[src/rtl/vga_pkg.sv]
// Shared VGA plotting definitions: command opcodes, plotter states, default resolution.
// Latency: n/a (package only).
// Backpressure: n/a (package only).
package vga_pkg;

    localparam int H_RES_DEF = 160;
    localparam int V_RES_DEF = 120;

    typedef enum logic [1:0] {
        OP_NOP   = 2'b00,
        OP_PIXEL = 2'b01,
        OP_RECT  = 2'b10,
        OP_CLEAR = 2'b11
    } op_e;

    typedef enum logic [1:0] {
        ST_IDLE  = 2'b00,
        ST_PIXEL = 2'b01,
        ST_FILL  = 2'b10
    } state_e;

endpackage

[src/rtl/plot_raster_counter.sv]
// Raster stepper: i walks 0..w-1 inside j walking 0..h-1, flags the final coordinate.
// Latency: i_nxt/j_nxt/last are combinational from the registered i/j; they advance one step per step pulse.
// Backpressure: none; the owner decides when to pulse step.
// Ports: clk/reset, start (zero i,j), step (advance), w/h (extent),
//        i_nxt/j_nxt (coordinate after the next step), last (current coordinate is final).
module plot_raster_counter (
    input  logic       clk,
    input  logic       reset,
    input  logic       start,
    input  logic       step,
    input  logic [7:0] w,
    input  logic [7:0] h,
    output logic [7:0] i_nxt,
    output logic [7:0] j_nxt,
    output logic       last
);

    logic [7:0] i;
    logic [7:0] j;
    logic       row_end;

    assign row_end = (i == w - 8'd1);
    assign i_nxt   = row_end ? 8'd0 : i + 8'd1;
    assign j_nxt   = row_end ? j + 8'd1 : j;
    // An empty extent has no coordinates, so the single cycle spent is already the last one.
    assign last    = (w == 8'd0) || (h == 8'd0) || (row_end && (j == h - 8'd1));

    always_ff @(posedge clk or posedge reset) begin
        if (reset) begin
            i <= 8'd0;
            j <= 8'd0;
        end else if (start) begin
            i <= 8'd0;
            j <= 8'd0;
        end else if (step) begin
            i <= i_nxt;
            j <= j_nxt;
        end
    end

endmodule

[src/rtl/pixel_plotter.sv]
// Pixel plotter: turns PIXEL/RECT/CLEAR commands into a stream of clipped plot strobes for the VGA adapter.
// Latency: first plot in the cycle after acceptance, then one coordinate per cycle.
// Backpressure: cmd_ready only in IDLE; commands offered while busy are dropped, not queued.
// Ports: clk/reset, cmd_valid/cmd_ready/cmd_op + arg_x/arg_y/arg_w/arg_h/arg_colour in,
//        registered x/y/colour/plot to the adapter, busy = !cmd_ready.
module pixel_plotter
    import vga_pkg::*;
#(
    parameter int H_RES = H_RES_DEF,
    parameter int V_RES = V_RES_DEF
) (
    input  logic       clk,
    input  logic       reset,
    input  logic       cmd_valid,
    output logic       cmd_ready,
    input  logic [1:0] cmd_op,
    input  logic [7:0] arg_x,
    input  logic [7:0] arg_y,
    input  logic [7:0] arg_w,
    input  logic [7:0] arg_h,
    input  logic [2:0] arg_colour,
    output logic [7:0] x,
    output logic [6:0] y,
    output logic [2:0] colour,
    output logic       plot,
    output logic       busy
);

    localparam logic [8:0] H_LIM  = 9'(H_RES);
    localparam logic [8:0] V_LIM  = 9'(V_RES);
    localparam logic [7:0] H_SIZE = 8'(H_RES);
    localparam logic [7:0] V_SIZE = 8'(V_RES);

    state_e     state;
    op_e        op;
    logic [7:0] base_x, base_y;
    logic [7:0] rect_w, rect_h;
    logic [7:0] i_nxt, j_nxt;
    logic       last;
    logic       accept;
    logic       step;
    logic [7:0] org_x, org_y, off_x, off_y;
    logic [8:0] sum_x, sum_y;
    logic       visible;

    assign op        = op_e'(cmd_op);
    assign cmd_ready = (state == ST_IDLE);
    assign busy      = ~cmd_ready;
    assign accept    = cmd_valid && cmd_ready;
    assign step      = (state == ST_FILL) && !last;

    plot_raster_counter u_raster (
        .clk   (clk),
        .reset (reset),
        .start (accept),
        .step  (step),
        .w     (rect_w),
        .h     (rect_h),
        .i_nxt (i_nxt),
        .j_nxt (j_nxt),
        .last  (last)
    );

    // One adder pair serves both the first coordinate (taken straight from the
    // command at acceptance) and every later step of the raster.
    always_comb begin
        org_x = base_x;
        org_y = base_y;
        off_x = i_nxt;
        off_y = j_nxt;
        if (state == ST_IDLE) begin
            off_x = 8'd0;
            off_y = 8'd0;
            org_x = (op == OP_CLEAR) ? 8'd0 : arg_x;
            org_y = (op == OP_CLEAR) ? 8'd0 : arg_y;
        end
        sum_x   = {1'b0, org_x} + {1'b0, off_x};
        sum_y   = {1'b0, org_y} + {1'b0, off_y};
        visible = (sum_x < H_LIM) && (sum_y < V_LIM);
    end

    always_ff @(posedge clk or posedge reset) begin
        if (reset) begin
            state  <= ST_IDLE;
            x      <= 8'd0;
            y      <= 7'd0;
            colour <= 3'd0;
            plot   <= 1'b0;
            base_x <= 8'd0;
            base_y <= 8'd0;
            rect_w <= 8'd0;
            rect_h <= 8'd0;
        end else begin
            case (state)
                ST_IDLE: begin
                    plot <= 1'b0;
                    if (cmd_valid) begin
                        case (op)
                            OP_PIXEL: begin
                                state  <= ST_PIXEL;
                                x      <= sum_x[7:0];
                                y      <= sum_y[6:0];
                                colour <= arg_colour;
                                plot   <= visible;
                            end
                            OP_RECT, OP_CLEAR: begin
                                state  <= ST_FILL;
                                base_x <= org_x;
                                base_y <= org_y;
                                rect_w <= (op == OP_CLEAR) ? H_SIZE : arg_w;
                                rect_h <= (op == OP_CLEAR) ? V_SIZE : arg_h;
                                x      <= sum_x[7:0];
                                y      <= sum_y[6:0];
                                colour <= arg_colour;
                                // An empty rectangle still burns its one FILL cycle, dark.
                                plot   <= visible && ((op == OP_CLEAR) ||
                                                      ((arg_w != 8'd0) && (arg_h != 8'd0)));
                            end
                            default: ;
                        endcase
                    end
                end
                ST_PIXEL: begin
                    state <= ST_IDLE;
                    plot  <= 1'b0;
                end
                ST_FILL: begin
                    if (last) begin
                        state <= ST_IDLE;
                        plot  <= 1'b0;
                    end else begin
                        x    <= sum_x[7:0];
                        y    <= sum_y[6:0];
                        plot <= visible;
                    end
                end
                default: begin
                    state <= ST_IDLE;
                    plot  <= 1'b0;
                end
            endcase
        end
    end

endmodule

[config.mk]
export PLATFORM = sky130hd
export DESIGN_NAME = pixel_plotter
export DESIGN_NICKNAME = d
export VERILOG_FILES = /design/src/rtl/vga_pkg.sv /design/src/rtl/plot_raster_counter.sv /design/src/rtl/pixel_plotter.sv
export SDC_FILE = /design/constraint.sdc
export NUM_CORES = 1
export LEC_CHECK = 0
export CORE_UTILIZATION = 33
export DETAILED_ROUTE_END_ITERATION = 10
export SKIP_LAST_GASP = 1
export SYNTH_ARGS = -nofsm -noshare
export SYNTH_HDL_FRONTEND = slang
export SYNTH_HIERARCHICAL = 1
export SYNTH_SLANG_ARGS = --single-unit
[constraint.sdc]
create_clock -name clk -period 8.36 [get_ports clk]
set_input_delay 1.672 -clock clk [delete_from_list [all_inputs] [get_ports clk]]
set_output_delay 1.672 -clock clk [all_outputs]
set_load 0.01 [all_outputs]
# Yosys cells after proc, flatten, opt, wreduce, memory -nomap -nowiden
# Cells that the tools add are included.
dict set report classes {
  n_shift 0
  bitwise 1
  n_addsub 6
  n_mux 30
  n_mul 0
  reduce_logical 23
  div 0
  eq_ne 11
  magnitude_cmp 2
}
# cell count
set ops {}
lappend ops {{$mux 8} 17}
lappend ops {{$mux 7} 3}
lappend ops {{$add 8x8->9} 2}
lappend ops {{$add 8x1->8 const B} 2}
lappend ops {{$eq 8x8->1} 2}
lappend ops {{$logic_not 8->1} 2}
lappend ops {{$pmux 8 s2} 1}
lappend ops {{$reduce_bool 8->1} 2}
lappend ops {{$sub 8x1->8 const B} 2}
lappend ops {{$pmux 7 s2} 1}
lappend ops {{$lt 9x7->1 const B} 1}
lappend ops {{$lt 9x8->1 const B} 1}
lappend ops {{$reduce_and 3->1} 3}
lappend ops {{$ne 2x2->1 const B} 4}
lappend ops {{$pmux 2 s2} 2}
lappend ops {{$eq 2x2->1 const B} 3}
lappend ops {{$logic_and 1x1->1} 6}
lappend ops {{$mux 2} 2}
lappend ops {{$pmux 1 s2} 2}
lappend ops {{$reduce_and 4->1} 1}
lappend ops {{$reduce_bool 2->1} 2}
lappend ops {{$logic_or 1x1->1} 3}
lappend ops {{$ne 3x1->1 const B} 1}
lappend ops {{$reduce_or 3->1} 1}
lappend ops {{6 further kinds} 7}
dict set report totals {
  memories 0
  rom_bits 0
  wordCells 84
  register_bits 69
  latch_bits 0
  out_inout_bits 21
  inputBits 40
  mem_bits_rw 0
}

# Longest topological paths before layout
dict set report logic_depth {
  ltp_word 11
  mapped_depth 17
  ltp_nobuf 16
}

# By module
# Netlist, hierarchy kept.
# module instances area_per_inst_um2 cells_each seq_area_each_um2
set by_module_without_submodules {}
lappend by_module_without_submodules {pixel_plotter 1 3106.7 307 1326.3}
lappend by_module_without_submodules {plot_raster_counter 1 1721.7 206 400.4}

# Worst setup path after synthesis
# OpenSTA, ideal clock, no wires.
dict set report synth_timing {
  path_kind {input to register}
  from {in cmd_op[1]}
  to {reg plot}
  stages 10
  arrival_ps 3778
  slack_ps 4471
  setup_time_ps 111
  n_path_buf 1
  path_cell_list {a21oi_2 -> buf_2 -> a22o_1 -> ha_1 -> fa_1 -> a211oi_1 -> nor2_1 -> a211oi_1 -> nor4bb_1 -> a2111oi_2}
}
dict set report synth_between {
  elab_chain_len 10
  elab_cells_between_ends 19
  classes_between {2 x add/sub; 2 x order compare; 3 x eq/ne; 8 x mux; 4 x reduce/logical}
}
# item line
set synth_lines {}
lappend synth_lines {{start, declared} pixel_plotter.sv:16} ;# input logic [1:0] cmd_op,
lappend synth_lines {{$eq 2x2->1 *} pixel_plotter.sv:75} ;# org_y = (op == OP_CLEAR) ? 8'd0 : arg_y;
lappend synth_lines {{$mux 8 *} pixel_plotter.sv:75}
lappend synth_lines {{$mux 8 *} pixel_plotter.sv:71} ;# if (state == ST_IDLE) begin
lappend synth_lines {{net org_y[0]} pixel_plotter.sv:42} ;# logic [7:0] org_x, org_y, off_x, off_y;
lappend synth_lines {{$add 8x8->9 *} pixel_plotter.sv:78} ;# sum_y = {1'b0, org_y} + {1'b0, off_y};
lappend synth_lines {{$lt 9x7->1 *} pixel_plotter.sv:79} ;# visible = (sum_x < H_LIM) && (sum_y < V_LIM);
lappend synth_lines {{$logic_and 1x1->1 *} pixel_plotter.sv:79}
lappend synth_lines {{$logic_and 1x1->1} pixel_plotter.sv:116} ;# plot <= visible && ((op == OP_CLEAR) ||
lappend synth_lines {{$pmux 1 s2} pixel_plotter.sv:98} ;# case (op)
lappend synth_lines {{$mux 1} pixel_plotter.sv:97} ;# if (cmd_valid) begin
lappend synth_lines {{$pmux 1 s2 *} pixel_plotter.sv:94} ;# case (state)
lappend synth_lines {{end signal, assigned} pixel_plotter.sv:104} ;# plot <= visible;
lappend synth_lines {{end signal, assigned} pixel_plotter.sv:116}
lappend synth_lines {{end signal, assigned} pixel_plotter.sv:134} ;# plot <= visible;
lappend synth_lines {{end, declared} pixel_plotter.sv:25} ;# output logic plot,
# The timed path passes the listed nets; every way through them passes the cells marked *.
# A chain may end at the register's enable or synchronous reset.

# Worst setup path in the final report
dict set report layout_timing {
  from {reg rect_w[0]}
  to {reg plot}
}
dict set report layout_between {
  elab_chain_len 11
  elab_cells_between_ends 20
  classes_between {3 x add/sub; 2 x order compare; 1 x eq/ne; 8 x mux; 6 x reduce/logical}
}
# item line
set layout_lines {}
lappend layout_lines {{start, declared} pixel_plotter.sv:37} ;# logic [7:0] rect_w, rect_h;
lappend layout_lines {{start signal, assigned} pixel_plotter.sv:110} ;# rect_w <= (op == OP_CLEAR) ? H_SIZE : arg_w;
lappend layout_lines {{$sub 8x1->8 *} plot_raster_counter.sv:22} ;# assign row_end = (i == w - 8'd1);
lappend layout_lines {{$eq 8x8->1 *} plot_raster_counter.sv:22}
lappend layout_lines {{$mux 8 *} plot_raster_counter.sv:24} ;# assign j_nxt = row_end ? j + 8'd1 : j;
lappend layout_lines {{net j_nxt[1]} pixel_plotter.sv:38} ;# logic [7:0] i_nxt, j_nxt;
lappend layout_lines {{$mux 8 *} pixel_plotter.sv:71}
lappend layout_lines {{$add 8x8->9 *} pixel_plotter.sv:78}
lappend layout_lines {{$lt 9x7->1 *} pixel_plotter.sv:79}
lappend layout_lines {{$logic_and 1x1->1 *} pixel_plotter.sv:79}
lappend layout_lines {{$logic_and 1x1->1} pixel_plotter.sv:116}
lappend layout_lines {{$pmux 1 s2} pixel_plotter.sv:98}
lappend layout_lines {{$mux 1} pixel_plotter.sv:97}
lappend layout_lines {{$pmux 1 s2 *} pixel_plotter.sv:94}
# Marked as above.

==> impl_metrics.csv <==
group,metric,value,unit
run_status,outcome,"finished clean",
finish,n_antenna_cell,0,
synth,yosys.area_share.xor_xnor,8.53,%
clocking,postCtsHoldBufs,0,
drt,vias,3888,
synth,synth_edf_count,0,
timing,worst_pin_slew,1.04,ns
worst_setup_path,path_class,"reg2reg",
worst_setup_path,r2r-start,"rect_w[0]",
global_route,grt_pass1_wl,19.2,mm
timing,setup_violations,0,
clocking,clock_latency,0.33,ns
floorplan,ios,61,
min_path,worstHoldPathType,"reg2reg",
synth,ys_warn_count,6,
global_route,antenna_found_initial,0,
synth,synthMuxAreaShare,8.60,%
timing,fin_crit_sh,60.2,%
timing,setup-tns-final,0,ns
clocking,cts.sinks,69,
place,port_buffers,60,
timing,clock.fmax,199,MHz
timing,finalCriticalPeriod,5.04,ns
synth,synth_area,4830,um^2
worst_setup_path,arrival,5.24,ns
drt,via_per_inst,5.23,
clocking,cts_tree,"built",
floorplan,die_area,15100,um^2
synth,synth_top_area_cell,"dfrtp_1",
worst_setup_path,cp-end-kind,"register",
timing,rsz0062_at_grt,"no",
min_path,min_from,"x[4]",
floorplan,rows,43,
worst_setup_path,regToRegEndpoint,"plot",
clocking,cts-root-buf,"clkbuf_16",
synth,synth-adder-area-share,6.53,%
synth,async_reset_ff_share,100,%
power,irDropWorstVdd,187,uV
global_route,gr-total-overflow,0,
flow_run,maxCapViolCount,0,
floorplan,core,14100,um^2
finish,syn_to_final_growth,21.2,%
place,pre_cts_slack,3.15,ns
synth,ys_seq_elements,69,
timing,hold_viol,0,
clocking,post-cts-setup-buffers,0,
synth,yosys-top-cells-area,"dfrtp_1 36%, mux2_2 5.8%, ha_1 5.7%",
synth,ys_seq_area_share,35.8,%
synth,synth.top_cells.by_count,"69 x dfrtp_1, 50 x nor2_1, 36 x nand2_1",
global_route,grt_pass1_vias,3915,
worst_setup_path,crit_required,8.56,ns
synth,synth_top_family_by_area,"simple AND/OR/NAND/NOR gates",
timing,final_max_slew_viol_count,0,
clocking,cts-htree-levels,3,
synth,synthFlopType,"dfrtp_1",
floorplan,die_w,123,um
worst_setup_path,rr_worst_depth,14,
drt,drc_errors,0,
power,power,1.91,mW
synth,synth.distinct_cells,64,
place,place_hpwl,8.61,mm
clocking,cts_resized,0,
clocking,clkTransAtPathRegs,0.06,ns
power,pwr_density_cell,327,nW/um^2
drt,drt_iter0_markers,209,
synth,syn-num-nets,577,
min_path,min_delay_path_depth,1,
finish,drive_above_1_share,11.9,%
synth,synth_most_common_cell,"dfrtp_1",
worst_setup_path,reg2reg_setup_slack,3.32,ns
drt,drtPass1Iterations,4,
clocking,cts_buffer_depth,2,
worst_setup_path,worstPathMaxFanout,15,
global_route,grt_use_total,16.4,%
drt,postRouteAntennaNets,0,
place,gp_congestion,0.814,
floorplan,die-height,123,um
clocking,numCtsBuffers,9,
synth,synth_cells,513,
synth,synth.avg_cell_area,9.41,um^2
timing,timing.final.ws_setup,3.32,ns
timing,fin_worst_skew,0.00732,ns
drt,wl_per_cell,15.3,um
min_path,holdPathEnd,"x[4]",
power,leakage,2.56,nW
synth,synth-simple-area-share,23.5,%
worst_setup_path,start_kind,"register",
timing,slew_headroom,30.7,%
finish,nNetsFinal,623,
floorplan,start_util,34.3,%
synth,synth-compound-area-share,12.9,%
drt,drt_wl_total,11.4,mm
synth,synth_top_area_share,35.8,%
global_route,grt_max_degree,52,
[power by group]
group / internal, mW / switching (mW)
clock network: 0.244 / 0.142
logic: 0.454 / 0.519
registers: 0.458 / 0.0960
[metrics by stage]
step	std cells	area (um^2)	utilization (%)	hold slack (ns)
global placement	728	5550	39.4	0.474
CTS	743	5850	41.5	0.491
floorplan	513	4830	-	0.450
finish	743	5850	41.5	0.485
detailed placement	728	5550	39.4	0.475
global route	743	5850	41.5	0.502
[metal layers]
metal	share of wire [%]	up-vias	global-route usage, %
met5	0	-	0
met4	1.1	0	4.88
met3	3.2	10	3.23
met2	47	74	26.8
met1	48	1889	21.8
li1	-	1915	-
[area by class of cell]
type / instances / area (um^2)
Clock buffer: 11 / 253
Inverter: 17 / 63.8
Fill cell: 1394 / 8240
Tap cell: 180 / 225
Multi-Input combinational cell: 398 / 2910
Sequential cell: 69 / 1730
Clock inverter: 4 / 47.5
Timing Repair Buffer: 64 / 631
[critical path: stages, from the launching register on]
cell	delay, ns
dfrtp_1	0.45
inv_1	0.11
ha_1	0.22
nor3b_1	0.26
xnor2_1	0.15
nand4_1	0.66
nor3_1	0.80
mux2_2	0.41
and2_1	0.17
fa_1	0.43
a211oi_1	0.48
nor2_1	0.12
xor2_1	0.17
nor4bb_1	0.40
a2111oi_2	0.08
[sequential cells by signal, indices dropped and copies added (netlist names)]
name / flops
base_x: 8
base_y: 8
rect_h: 8
rect_w: 8
u_raster/i: 8
u_raster/j: 8
x: 8
y: 7
colour: 3
state: 2
plot: 1
[cells by family after synthesis]
group | count (synthesis)
XOR/XNOR | 47
AO/OA/AOI/OAI | 90
buffers and inverters | 46
multiplexers | 37
adder cells (fa/ha/maj) | 24
flip-flops | 69
AND/OR/NAND/NOR | 200
[layout by cell type (no fill, tap or decap), types with 4 or more instances in the layout]
master	n
o21ai_0	27
nor3_1	5
and3_1	7
and2_1	15
nor2_1	50
mux2_2	25
dfrtp_1	69
xnor2_1	26
nor2b_1	11
nand2b_1	14
mux2i_1	4
o21ai_1	4
a21oi_1	15
inv_1	15
clkdlybuf4s50_1	60
nand2_1	36
a22o_1	15
nand4_1	5
nor3b_1	4
nand3_1	12
mux2_1	7
xor2_1	21
nor4_1	19
ha_1	22
buf_4	4
clkbuf_16	9
[how the worst max path moves through the flow]
stage	from	endpoint	slack, ns
final	rect_w[0]	plot	3.32
after floorplan	cmd_op[1]	plot	4.47
after global routing	rect_w[0]	plot	2.85
after detailed placement	cmd_op[0]	plot	3.15
after CTS	rect_w[0]	plot	3.28
after global placement	cmd_op[0]	plot	3.27
Power figures use the tool's default switching activity.
==> variant 1: new RTL, config.mk and constraints unchanged <==
Re-encode `state_e` (3 states) as one-hot, 3 bits wide.
--- a/src/rtl/vga_pkg.sv
+++ b/src/rtl/vga_pkg.sv
@@ -15,6 +15,6 @@
 
-    typedef enum logic [1:0] {
-        ST_IDLE  = 2'b00,
-        ST_PIXEL = 2'b01,
-        ST_FILL  = 2'b10
+    typedef enum logic [2:0] {
+        ST_IDLE  = 3'b001,
+        ST_PIXEL = 3'b010,
+        ST_FILL  = 3'b100
     } state_e;
Check against the original RTL: no difference found for any inputs over 10 cycles, from zero or initial values and one cycle with reset high; not proved beyond that.
==> variant 1 against the unedited design <==
Worst setup slack got worse by 0.22 ns; sequential cell count up 1; first-iteration DRC count rose by 18%; synthesized cell count increased by 6.0%; cell area up 0.13%; count of clock-buffer cells in the layout did not move; wire length shrank 0.58%; power is 14% lower; synthesized area down 0.62%; critical endpoint unchanged.
==> variant 1: results (changes against the unedited design) <==
outcome finished, final reports clean; Min-Delay Startpoint y[0]; FF-to-FF path depth 18 (+4); global-route wire length before repair 19.33 mm (+0.76%); Post-Layout Inst Area 5861 um^2 (+0.13%); Post-Place Cell Area 5512 um^2 (-0.74%); fillers 1372 (-1.6%); post-synthesis sequential area ratio 0.3653 (+0.007714); total power 1.651 mW (-14%); Non-clock buffer share 0.1076 (-0.0001381); ranking of synthesized cells by area dfrtp_1 (36%), nand2_1 (6.3%), ha_1 (5.7%); Lkg Pwr 2.626 nW (+2.8%); WL final 11.30 mm (-0.58%); iteration-0 DRC count of the detailed router 247 (+18%); top cells by count, synth nand2_1 (81), dfrtp_1 (69), nor2_1 (45), o21ai_0 (30), xnor2_1 (30); CP peak stage delay 0.89 ns (+0.09 ns); hold endpoint y[0]; cell depth of the worst min-delay path 2 (+1); Multi-Input Combinational 425 (+6.8%); post-synthesis mux area share 0.06597 (-0.02006); Detailed Place HPWL 8.241 mm (-4.3%); Worst Setup SP cmd_op[0]; Synth Area in XOR/XNOR 0.09309 (+0.007835); comb pwr 0.669 mW (-31%); CP max stage cell clkdlybuf4s50_1; inverters 19 (+2); GR Util All Layers 0.1678 (+0.004000); Max VDD drop 0.1157 mV (-38%); Slew HR 0.3648 (+0.05775); nets 653 (+4.8%)
[variant 1: layer usage]
metal  routed length (um)  up-vias  part of all wire  track usage
li1                     -     1963                 -            -
met1                 5289     1839              0.47       0.2127
met2                 5366       77              0.47       0.2760
met3                  517        9             0.046      0.04600
met4                  129        0             0.011      0.05183
met5                    0        -                 0            0
[variant 1: stage by stage]
stage	setup slack, ns	instances	hold WS [ns]	util
2_1_floorplan	4.219	544	0.4502	-
3_3_place_gp	2.909	758	0.4527	0.3925
3_5_place_dp	2.790	758	0.4602	0.3925
4_1_cts	3.152	774	0.4724	0.4174
5_1_grt	2.798	774	0.5160	0.4174
6_report	3.101	774	0.4662	0.4174
[variant 1: worst register-to-register path: cells and delay by family, from the launching register on]
family,cells,cell delay [ns]
XOR/XNOR,1,0.15
adder cells (fa/ha/maj),3,0.63
flip-flops,1,0.44
AND/OR/NAND/NOR,6,1.71
buffers and inverters,3,0.45
AO/OA/AOI/OAI,5,1.13
==> variant 2: new RTL, same flow settings <==
Without the edit above. Reset style: synchronous (`reset`), changed in 2 clocked blocks.
--- a/src/rtl/plot_raster_counter.sv
+++ b/src/rtl/plot_raster_counter.sv
@@ -27,3 +27,3 @@
 
-    always_ff @(posedge clk or posedge reset) begin
+    always_ff @(posedge clk) begin
         if (reset) begin
--- a/src/rtl/pixel_plotter.sv
+++ b/src/rtl/pixel_plotter.sv
@@ -81,3 +81,3 @@
 
-    always_ff @(posedge clk or posedge reset) begin
+    always_ff @(posedge clk) begin
         if (reset) begin
Formal check against the unedited RTL: differs if reset is asserted again (counterexample within 4 cycles, from zero or initial values and one cycle with reset high); with reset held inactive, the same outputs for 4 cycles.
==> variant 2 against the unedited design <==
Synthesized area down 8.7%; register-to-register slack improved by 0.59 ns; synthesized cell count rose by 7.4%; sequential cell count unchanged; hold slack lost 0.030 ns; wire length increased by 0.84%; critical path type is now input port to flip-flop; core utilization is 0.62 points higher; worst setup slack improved by 0.040 ns; cell area fell by 7.7%; count of clock-buffer cells in the layout rose by 3; critical path depth fell by 3.
Power is not compared: it rests on default switching activity, and its combinational part moved more than twofold at a synthesized area within 25%.
==> variant 2: results (changes against the unedited design) <==
HP Class flip-flop to flip-flop; unique cell type count in the Yosys netlist 58 (-9.4%); Critical Path End plot; placed cell count 756 (+3.8%); hold_ws 0.4545 ns (-0.03016 ns); async set-reset flop share out of synthesis 0 (-1.000); Syn Nets 614 (+6.4%); Post-Synthesis Cells 551 (+7.4%); GPL Wtd Cong 0.8420 (+3.4%); global-route wire length before repair 18.51 mm (-3.6%); share of cells above drive strength 1 0.05342 (-0.06558); dpl ws 3.044 ns (-0.1081 ns); outcome finished, final reports clean; Worst path top cell family by delay compound AO/OA/AOI/OAI gates; GR Util All Layers 0.1665 (+0.002681); iteration-0 DRC count of the detailed router 238 (+14%); GR Util met3 0.03828 (+0.005987); CP peak stage delay 0.86 ns (+0.06 ns); arrival time worst endpoint 5.26 ns (+0.02 ns); nets 658 (+5.6%); Routed WL per cell 14.87 um (-2.8%); Worst Slack Setup Final 3.364 ns (+0.04040 ns); FF-to-FF path depth 12 (-2); Slew HR 0.2992 (-0.007906); routing usage on met2 0.2772 (+0.008947); met1 Usage GRT 0.2111 (-0.006867); largest net degree at the start of global routing 57 (+9.6%); crit-path max FO 20 (+5); Worst R2R Setup Slack 3.91 ns (+0.59 ns); ranking of synthesized cells by area dfxtp_1 (31%), ha_1 (6.0%), a21oi_1 (5.2%); fillers 1294 (-7.2%); WL final 11.47 mm (+0.84%); DR vias 4087 (+5.1%); top cells by count, synth dfxtp_1 (69), nand2_1 (57), nor2_1 (56), a21oi_1 (46), clkbuf_1 (26); CP max stage cell a21oi_2; vias in the first global route 3837 (-2.0%); Detailed Place HPWL 8.286 mm (-3.8%)
## variant 2: cell families after synthesis
family          Yosys count  share of synthesized area
compound gates          128                     0.1935
flops                    69                     0.3132
simple gates            225                     0.2562
mux                      16                    0.03659
buf+inv                  45                    0.03943
xor+xnor                 45                    0.09248
fa+ha+maj                23                    0.06865
## variant 2: power groups by stage
stage          Sequential [mW]  Clock (mW)  Combinational [mW]
2_1_floorplan            0.362           0              0.0953
3_3_place_gp             0.361           0               0.152
3_5_place_dp             0.361           0               0.154
4_1_cts                  0.354       0.371               0.156
5_1_grt                  0.356       0.386               0.170
6_report                 0.354       0.359               0.155
## variant 2: stage by stage
stage / util / instance area [um^2]
global route: 0.4215 / 5405
global placement: 0.3997 / 5126
detailed placement: 0.3997 / 5126
CTS: 0.4215 / 5405
finish: 0.4215 / 5405
floorplan: - / 4410
## variant 2: metal layers
metal | vias up | share of wire
met4 | 0 | 0.013
li1 | 2045 | -
met2 | 119 | 0.47
met1 | 1910 | 0.46
met5 | - | 0
met3 | 13 | 0.053
## variant 2: cell type report
class                   count  area, um^2  share of cell area
multi-input cells         437        2855              0.5282
flip-flops and latches     69        1381              0.2556
repair buffers             63       618.1              0.1144
clock buffers              14       274.0             0.05069
well taps                 172       215.2             0.03981
inverters                  15       56.30             0.01042
clock inverters             1       5.005           0.0009259
## variant 2: worst min-delay path by stage
stage,cells past startpoint,to,startpoint
6_report,2,base_x[3],base_x[3]
5_1_grt,2,base_x[3],base_x[3]
4_1_cts,2,base_x[0],base_x[0]
3_5_place_dp,2,base_x[0],base_x[0]
3_3_place_gp,2,base_x[7],base_x[7]
2_1_floorplan,2,base_x[0],base_x[0]
## variant 2: worst register-to-register path, cell delays in order (launching register included)
cell      delay, ns
dfxtp_1        0.34
inv_1          0.09
ha_1           0.27
or4b_2         0.68
a221oi_1       0.32
o21ai_0        0.11
a22oi_1        0.15
o31ai_1        0.12
nand2b_1       0.23
nor2_1         0.73
inv_1          0.52
nor3_2         0.60
mux2i_1        0.23
